[src/rtl/serial_alu_sequencer.sv]
// Bit-serial controller for a 1-bit ALU slice: feeds operands LSB first,
// chains the carry through a flop and reassembles the result with flags.
module serial_alu_sequencer #(
    parameter int unsigned WIDTH = 32,
    parameter int unsigned CNT_W = $clog2(WIDTH)
) (
    input  logic             clk,
    input  logic             rst_n,
    input  logic             start,
    input  logic [2:0]       op,
    input  logic [WIDTH-1:0] opa,
    input  logic [WIDTH-1:0] opb,
    output logic             busy,
    output logic             done,
    output logic [WIDTH-1:0] result,
    output logic             carry_flag,
    output logic             overflow,
    output logic             zero,
    output logic [2:0]       bs_control,
    output logic             bs_a,
    output logic             bs_b,
    output logic             bs_carryin,
    input  logic             bs_sum,
    input  logic             bs_carryout
);

    localparam logic [2:0] OP_ADD  = 3'b000;
    localparam logic [2:0] OP_SUB  = 3'b001;

    localparam logic [1:0] ST_IDLE = 2'd0;
    localparam logic [1:0] ST_RUN  = 2'd1;
    localparam logic [1:0] ST_DONE = 2'd2;

    logic [1:0]       state_q, state_d;
    logic [2:0]       op_q, op_d;
    logic [WIDTH-1:0] a_q, a_d;
    logic [WIDTH-1:0] b_q, b_d;
    logic [WIDTH-1:0] res_q, res_d;
    logic [CNT_W-1:0] cnt_q, cnt_d;
    logic             cy_q, cy_d;
    logic             busy_q, busy_d;
    logic             done_q, done_d;
    logic             carry_q, carry_d;
    logic             ovf_q, ovf_d;
    logic             zero_q, zero_d;
    logic             run_c;
    logic             arith_c;

    assign run_c   = (state_q == ST_RUN);
    assign arith_c = (op_q == OP_ADD) || (op_q == OP_SUB);

    // Slice drive comes straight from flops, gated to zero outside RUN
    assign bs_control = run_c ? op_q  : 3'b000;
    assign bs_a       = run_c & a_q[0];
    assign bs_b       = run_c & b_q[0];
    assign bs_carryin = run_c & cy_q;

    assign busy       = busy_q;
    assign done       = done_q;
    assign result     = res_q;
    assign carry_flag = carry_q;
    assign overflow   = ovf_q;
    assign zero       = zero_q;

    always_comb begin
        state_d = state_q;
        op_d    = op_q;
        a_d     = a_q;
        b_d     = b_q;
        res_d   = res_q;
        cnt_d   = cnt_q;
        cy_d    = cy_q;
        busy_d  = 1'b0;
        done_d  = 1'b0;
        carry_d = carry_q;
        ovf_d   = ovf_q;
        zero_d  = zero_q;

        case (state_q)
            ST_IDLE, ST_DONE: begin
                state_d = ST_IDLE;
                if (start) begin
                    state_d = ST_RUN;
                    busy_d  = 1'b1;
                    op_d    = op;
                    a_d     = opa;
                    b_d     = opb;
                    cnt_d   = '0;
                    cy_d    = (op == OP_SUB);
                end
            end
            ST_RUN: begin
                busy_d = 1'b1;
                res_d  = {bs_sum, res_q[WIDTH-1:1]};
                a_d    = {1'b0, a_q[WIDTH-1:1]};
                b_d    = {1'b0, b_q[WIDTH-1:1]};
                cy_d   = bs_carryout;
                cnt_d  = cnt_q + CNT_W'(1);
                // Last bit: carry in/out of the MSB decide the arithmetic flags
                if (cnt_q == CNT_W'(WIDTH - 1)) begin
                    state_d = ST_DONE;
                    busy_d  = 1'b0;
                    done_d  = 1'b1;
                    carry_d = arith_c & bs_carryout;
                    ovf_d   = arith_c & (cy_q ^ bs_carryout);
                    zero_d  = (res_d == '0);
                end
            end
            default: state_d = ST_IDLE;
        endcase
    end

    always_ff @(posedge clk or negedge rst_n) begin
        if (!rst_n) begin
            state_q <= ST_IDLE;
            op_q    <= '0;
            a_q     <= '0;
            b_q     <= '0;
            res_q   <= '0;
            cnt_q   <= '0;
            cy_q    <= 1'b0;
            busy_q  <= 1'b0;
            done_q  <= 1'b0;
            carry_q <= 1'b0;
            ovf_q   <= 1'b0;
            zero_q  <= 1'b1;
        end else begin
            state_q <= state_d;
            op_q    <= op_d;
            a_q     <= a_d;
            b_q     <= b_d;
            res_q   <= res_d;
            cnt_q   <= cnt_d;
            cy_q    <= cy_d;
            busy_q  <= busy_d;
            done_q  <= done_d;
            carry_q <= carry_d;
            ovf_q   <= ovf_d;
            zero_q  <= zero_d;
        end
    end

endmodule
[config.mk]
export PLATFORM = sky130hd
export DESIGN_NAME = serial_alu_sequencer
export DESIGN_NICKNAME = d
export VERILOG_FILES = /design/src/rtl/serial_alu_sequencer.sv
export SDC_FILE = /design/constraint.sdc
export NUM_CORES = 1
export LEC_CHECK = 0
export CAP_MARGIN = 20
export CORE_MARGIN = 10
export CORE_UTILIZATION = 39
export CTS_CLUSTER_SIZE = 24
export DETAILED_ROUTE_END_ITERATION = 8
export PLACE_DENSITY = 0.61
export SLEW_MARGIN = 0
export SYNTH_ARGS = -nofsm -noshare
export SYNTH_HDL_FRONTEND = slang
export SYNTH_SLANG_ARGS = --single-unit
[constraint.sdc]
create_clock -name clk -period 2.6 [get_ports clk]
set_clock_uncertainty 0.2 [all_clocks]
set_input_delay 0.78 -clock clk [delete_from_list [all_inputs] [get_ports clk]]
set_output_delay 0.78 -clock clk [all_outputs]
set_load 0.02 [all_outputs]
Yosys cells after proc, flatten, opt, wreduce, memory -nomap -nowiden:

Cells that the tools add are included.
W data, S select, Z words.

* multiplexer cells: 17
* add/sub/neg operators: 1
* bitwise operators: 6
* reduce and logical (&&, ||, !) cells: 9
* eq/ne operators: 7

Operator list (number)
* $pmux W32 S2: 2
* $mux W32: 2
* $logic_not A32 Y1: 1
* $pmux W5 S2: 1
* $eq A3 B1 Y1 const B: 2
* $mux W1: 6
* $reduce_and A2 Y1: 3
* $add A5 B1 Y5 const B: 1
* $and A1 B1 Y1: 5
* $eq A5 B5 Y1 const B: 1
* $mux W5: 1
* $pmux W1 S2: 2
* $pmux W2 S2: 1
* $logic_not A3 Y1: 1
* $mux W3: 1
* $eq A2 B1 Y1 const B: 1
* $eq A2 B2 Y1 const B: 1
* $logic_not A2 Y1: 1
* $mux W2: 1
* $ne A2 B1 Y1 const B: 1
* $ne A2 B2 Y1 const B: 1
* $reduce_bool A2 Y1: 1
* $reduce_or A2 Y1: 1
* $logic_or A1 B1 Y1: 1
* $xor A1 B1 Y1: 1

* output and inout bits: 43
* flip-flop bits (word level): 112
* word-level logic and storage cells: 52

Longest topological paths before layout:

* word-level depth: 4
* gate-level depth with buffers: 6
* depth with buffers taken out: 6

Least setup slack after synthesis:

No wires, ideal clock.

* path type: register to output
* start: register state_q[0]
* end: output bs_a
* data arrival time: 1.091 ns
* stages on the path, launching flop included: 5
* path slack: 0.529 ns
* buffers on the path: 2
* cells stage by stage: dfrtp_1 nor2b_1 buf_2 clkbuf_1 and2_1

* cells in the longest elaborated chain, start to end: 2

RTL lines
* start, declared: line 34 `logic [1:0] state_q, state_d;`
* start signal, assigned: line 128 `state_q <= state_d;`
* $eq A2 B1 Y1: line 49 `assign run_c = (state_q == ST_RUN);`
* $and A1 B1 Y1: line 54 `assign bs_a = run_c & a_q[0];`
* end, declared: line 20 `output logic bs_a,`

No other way between the ends.

Worst setup path in the final report:

* start: register state_q[1]
* end: output bs_a

The elaborated chain is that of the path after synthesis.

==> metrics.json <==
{
  "run_status": "finished clean",
  "power.static_leakage_nw": 3.10,
  "wl_final_um": 13200,
  "setup-violations-final": 0,
  "initial_core_utilization": 0.396,
  "routedWlPerCell_um": 17.6,
  "synthesis.area_mm2": 0.00474,
  "timing.rr.start": "state_q[1]",
  "total_switching_power_mw": 2.98,
  "synthCells": 498,
  "htreeDepth": 3,
  "top_cells_by_area_synth": "dfrtp_1 59%, nand2_1 14%, a22oi_1 9.8%",
  "synth_edf_count": 0,
  "fin_util": 0.535,
  "seq_power_share": 0.391,
  "final_design_area_no_fill_mm2": 0.00640,
  "drc": 0,
  "r2r_cells": 4,
  "clock_power_share": 0.201,
  "design.final.nets": 672,
  "path_clk_slew_ns": 0.07,
  "crit-reg2reg-capture": "cnt_q[1]",
  "grt-ovfl-total": 0,
  "grt_max_degree": 65,
  "internal-power_mw": 4.78,
  "post_layout_nonfiller_instances": 750,
  "setup.worst_path.end_class": "output port",
  "tritoncts_buffers": 9,
  "power.total_mw": 7.76,
  "clock_tree_sinks": 112,
  "power.ir.vdd_worst_uv": 700,
  "gp_routability_congestion": 0.736,
  "overall_global_routing_usage": 0.161,
  "dp_hpwl_um": 8710,
  "power.share.switching": 0.384,
  "die_area_mm2": 0.0170,
  "tritoncts": "yes",
  "number_of_routed_nets_with_antenna_violations": 0,
  "cts_root_buf": "clkbuf_16",
  "fin_tns_setup_ns": 0,
  "critical_path_class": "register to output port",
  "share_of_final_layout_standard_cells_stronger_than_drive_strength_1": 0.0614,
  "preCtsSetupSlack_ns": 0.176,
  "fin_crit_ns": 2.52,
  "rows": 40,
  "crit_required_ns": 1.62,
  "antennaDiodeCount": 0,
  "rrSetupSlack_ns": 0.53,
  "combPwrFrac": 0.408,
  "placeableCoreArea_mm2": 0.0120,
  "cts_hold_buf": 0,
  "timing.hold.ws_ns": 0.178,
  "numPlacedInstances": 733,
  "grt_first_pass_wirelength_um": 21700,
  "synth.largest_area_cell": "dfrtp_1",
  "placement.cell_area_mm2": 0.00606,
  "grt_antenna_before_repair": 0,
  "timing.critical_path.from_type": "register",
  "path_max_fanout": 5,
  "floorplan.io_pins": 115,
  "vias_in_the_first_global_route": 3956,
  "ys_async_sr_fraction": 1.00,
  "syn_area_per_cell_um2": 9.51,
  "clock_insertion_delay_worst_skew_ns": 0.35,
  "yosys.cell_count.top_type": "nand2_1",
  "cts.repair_timing.setup_buffer_count": 0,
  "timing.hold.worst.class": "input pin to async pin",
  "detailroute.via_count": 3933,
  "layout_worst_path_cycle_share": 0.970,
  "area_delta_synth_final_pct": 35.2,
  "ys.flop_type": "dfrtp_1",
  "grt_setup_unrepaired": "false",
  "max_clock_freq_mhz": 396,
  "port_buffers": 114,
  "seq_area_frac_synth": 0.592,
  "die_x_um": 130,
  "synth.net_count": 572,
  "arrival_worst_endpoint_ns": 1.54,
  "power_per_cell_area_mw_per_mm2": 1210,
  "die_height_um": 130,
  "timing.max_slew.rel_slack": 0.543,
  "yosysWarnings": 0,
  "worstMarginPinSlew_ns": 0.686,
  "max_cap_viols": 0,
  "post_synth_top_area_share": 0.587,
  "finalWorstSetupSlack_ns": 0.0775,
  "synth.distinct_cells": 27,
  "ys_seq_elements": 112,
  "synth.top_cells.by_count": "174 x nand2_1, 111 x dfrtp_1, 64 x nand3_1",
  "first_pass_iters": 5,
  "maxSlewViolCount": 0,
  "final_number_of_hold_violating_endpoints": 0,
  "vias_per_cell": 5.24,
  "clk_path_buf_depth": 2,
  "drt_iter0_drc": 393
}
## cell type report
| cell class | instances | area (um2) |
|---|---|---|
| clock buffer | 12 | 267 |
| clock inverter | 4 | 73.8 |
| fill | 1073 | 5560 |
| inverter | 2 | 7.51 |
| multi-input combinational | 346 | 1780 |
| sequential | 112 | 2800 |
| tap | 147 | 184 |
| timing repair buffer | 127 | 1290 |
## worst max-delay path: stages (launching register included)
cell           delay [ns]
dfrtp_1              0.46
nor2b_4              0.24
and2_1               0.15
dlygate4sd2_1        0.34
## layout by cell type, fill, tap and decap left out, types with 3 or more instances in the layout
cell,instances
nand2_1,174
dfrtp_1,111
clkdlybuf4s50_1,107
nand3_1,64
a22oi_1,62
clkbuf_16,9
buf_4,9
nor4_1,8
and2_1,6
buf_12,5
nor2_1,4
a22o_1,4
dlygate4sd2_1,4
o21ai_1,3
nor2b_4,3
nand4_1,3
clkbuf_8,3
## layer usage
| metal | track usage | vias up | wire length [um] | share of wire |
|---|---|---|---|---|
| met5 | 0 | - | 0 | 0 |
| met4 | 0.0410 | 0 | 161 | 0.012 |
| met3 | 0.0803 | 12 | 1410 | 0.11 |
| met2 | 0.223 | 107 | 5810 | 0.44 |
| met1 | 0.216 | 1904 | 5790 | 0.44 |
| li1 | - | 1910 | - | - |
## state kept, by name, indices dropped and copies added (netlist names), 2 cells and up
| name | cells |
|---|---|
| a_q | 32 |
| b_q | 32 |
| cnt_q | 5 |
| op_q | 3 |
| result | 32 |
| state_q | 2 |
## kinds of logic (layout without fill, tap and decap cells)
logic type                 count (synthesis)  in the layout  share of synthesized area
DFF                                      112            112                      0.592
and+or+nand+nor                          266            267                      0.241
buffers and inverters                     41            145                     0.0402
AOI/OAI and AO/OA                         74             74                      0.115
xor gates and xnor gates                   1              1                    0.00185
muxes                                      2              2                    0.00423
adders and majority gates                  2              2                    0.00528
## how the worst max path moves through the flow
| stage | start | to | slack, ns | cells after the start |
|---|---|---|---|---|
| global route | state_q[1] | bs_control[0] | 0.002 | 3 |
| global placement | state_q[1] | bs_control[0] | 0.21 | 3 |
| CTS | state_q[1] | bs_carryin | 0.04 | 3 |
| detailed placement | state_q[1] | bs_control[2] | 0.18 | 3 |
| floorplan | state_q[0] | bs_a | 0.53 | 4 |
| finish | state_q[1] | bs_a | 0.08 | 3 |
## power groups by stage
stage / clock network [mW] / registers, mW / logic, mW
floorplan: 0 / 3.24 / 1.71
global placement: 0 / 3.03 / 3.16
detailed placement: 0 / 3.05 / 3.23
CTS: 1.60 / 3.04 / 3.22
global route: 1.67 / 3.15 / 3.55
finish: 1.56 / 3.03 / 3.17
## repair_timing
action	4_1_cts	5_1_grt
setup endpoints to repair	6	2
resized for setup	7	3
gates cloned	1	0
No activity file was read; power rests on OpenSTA's default activity.
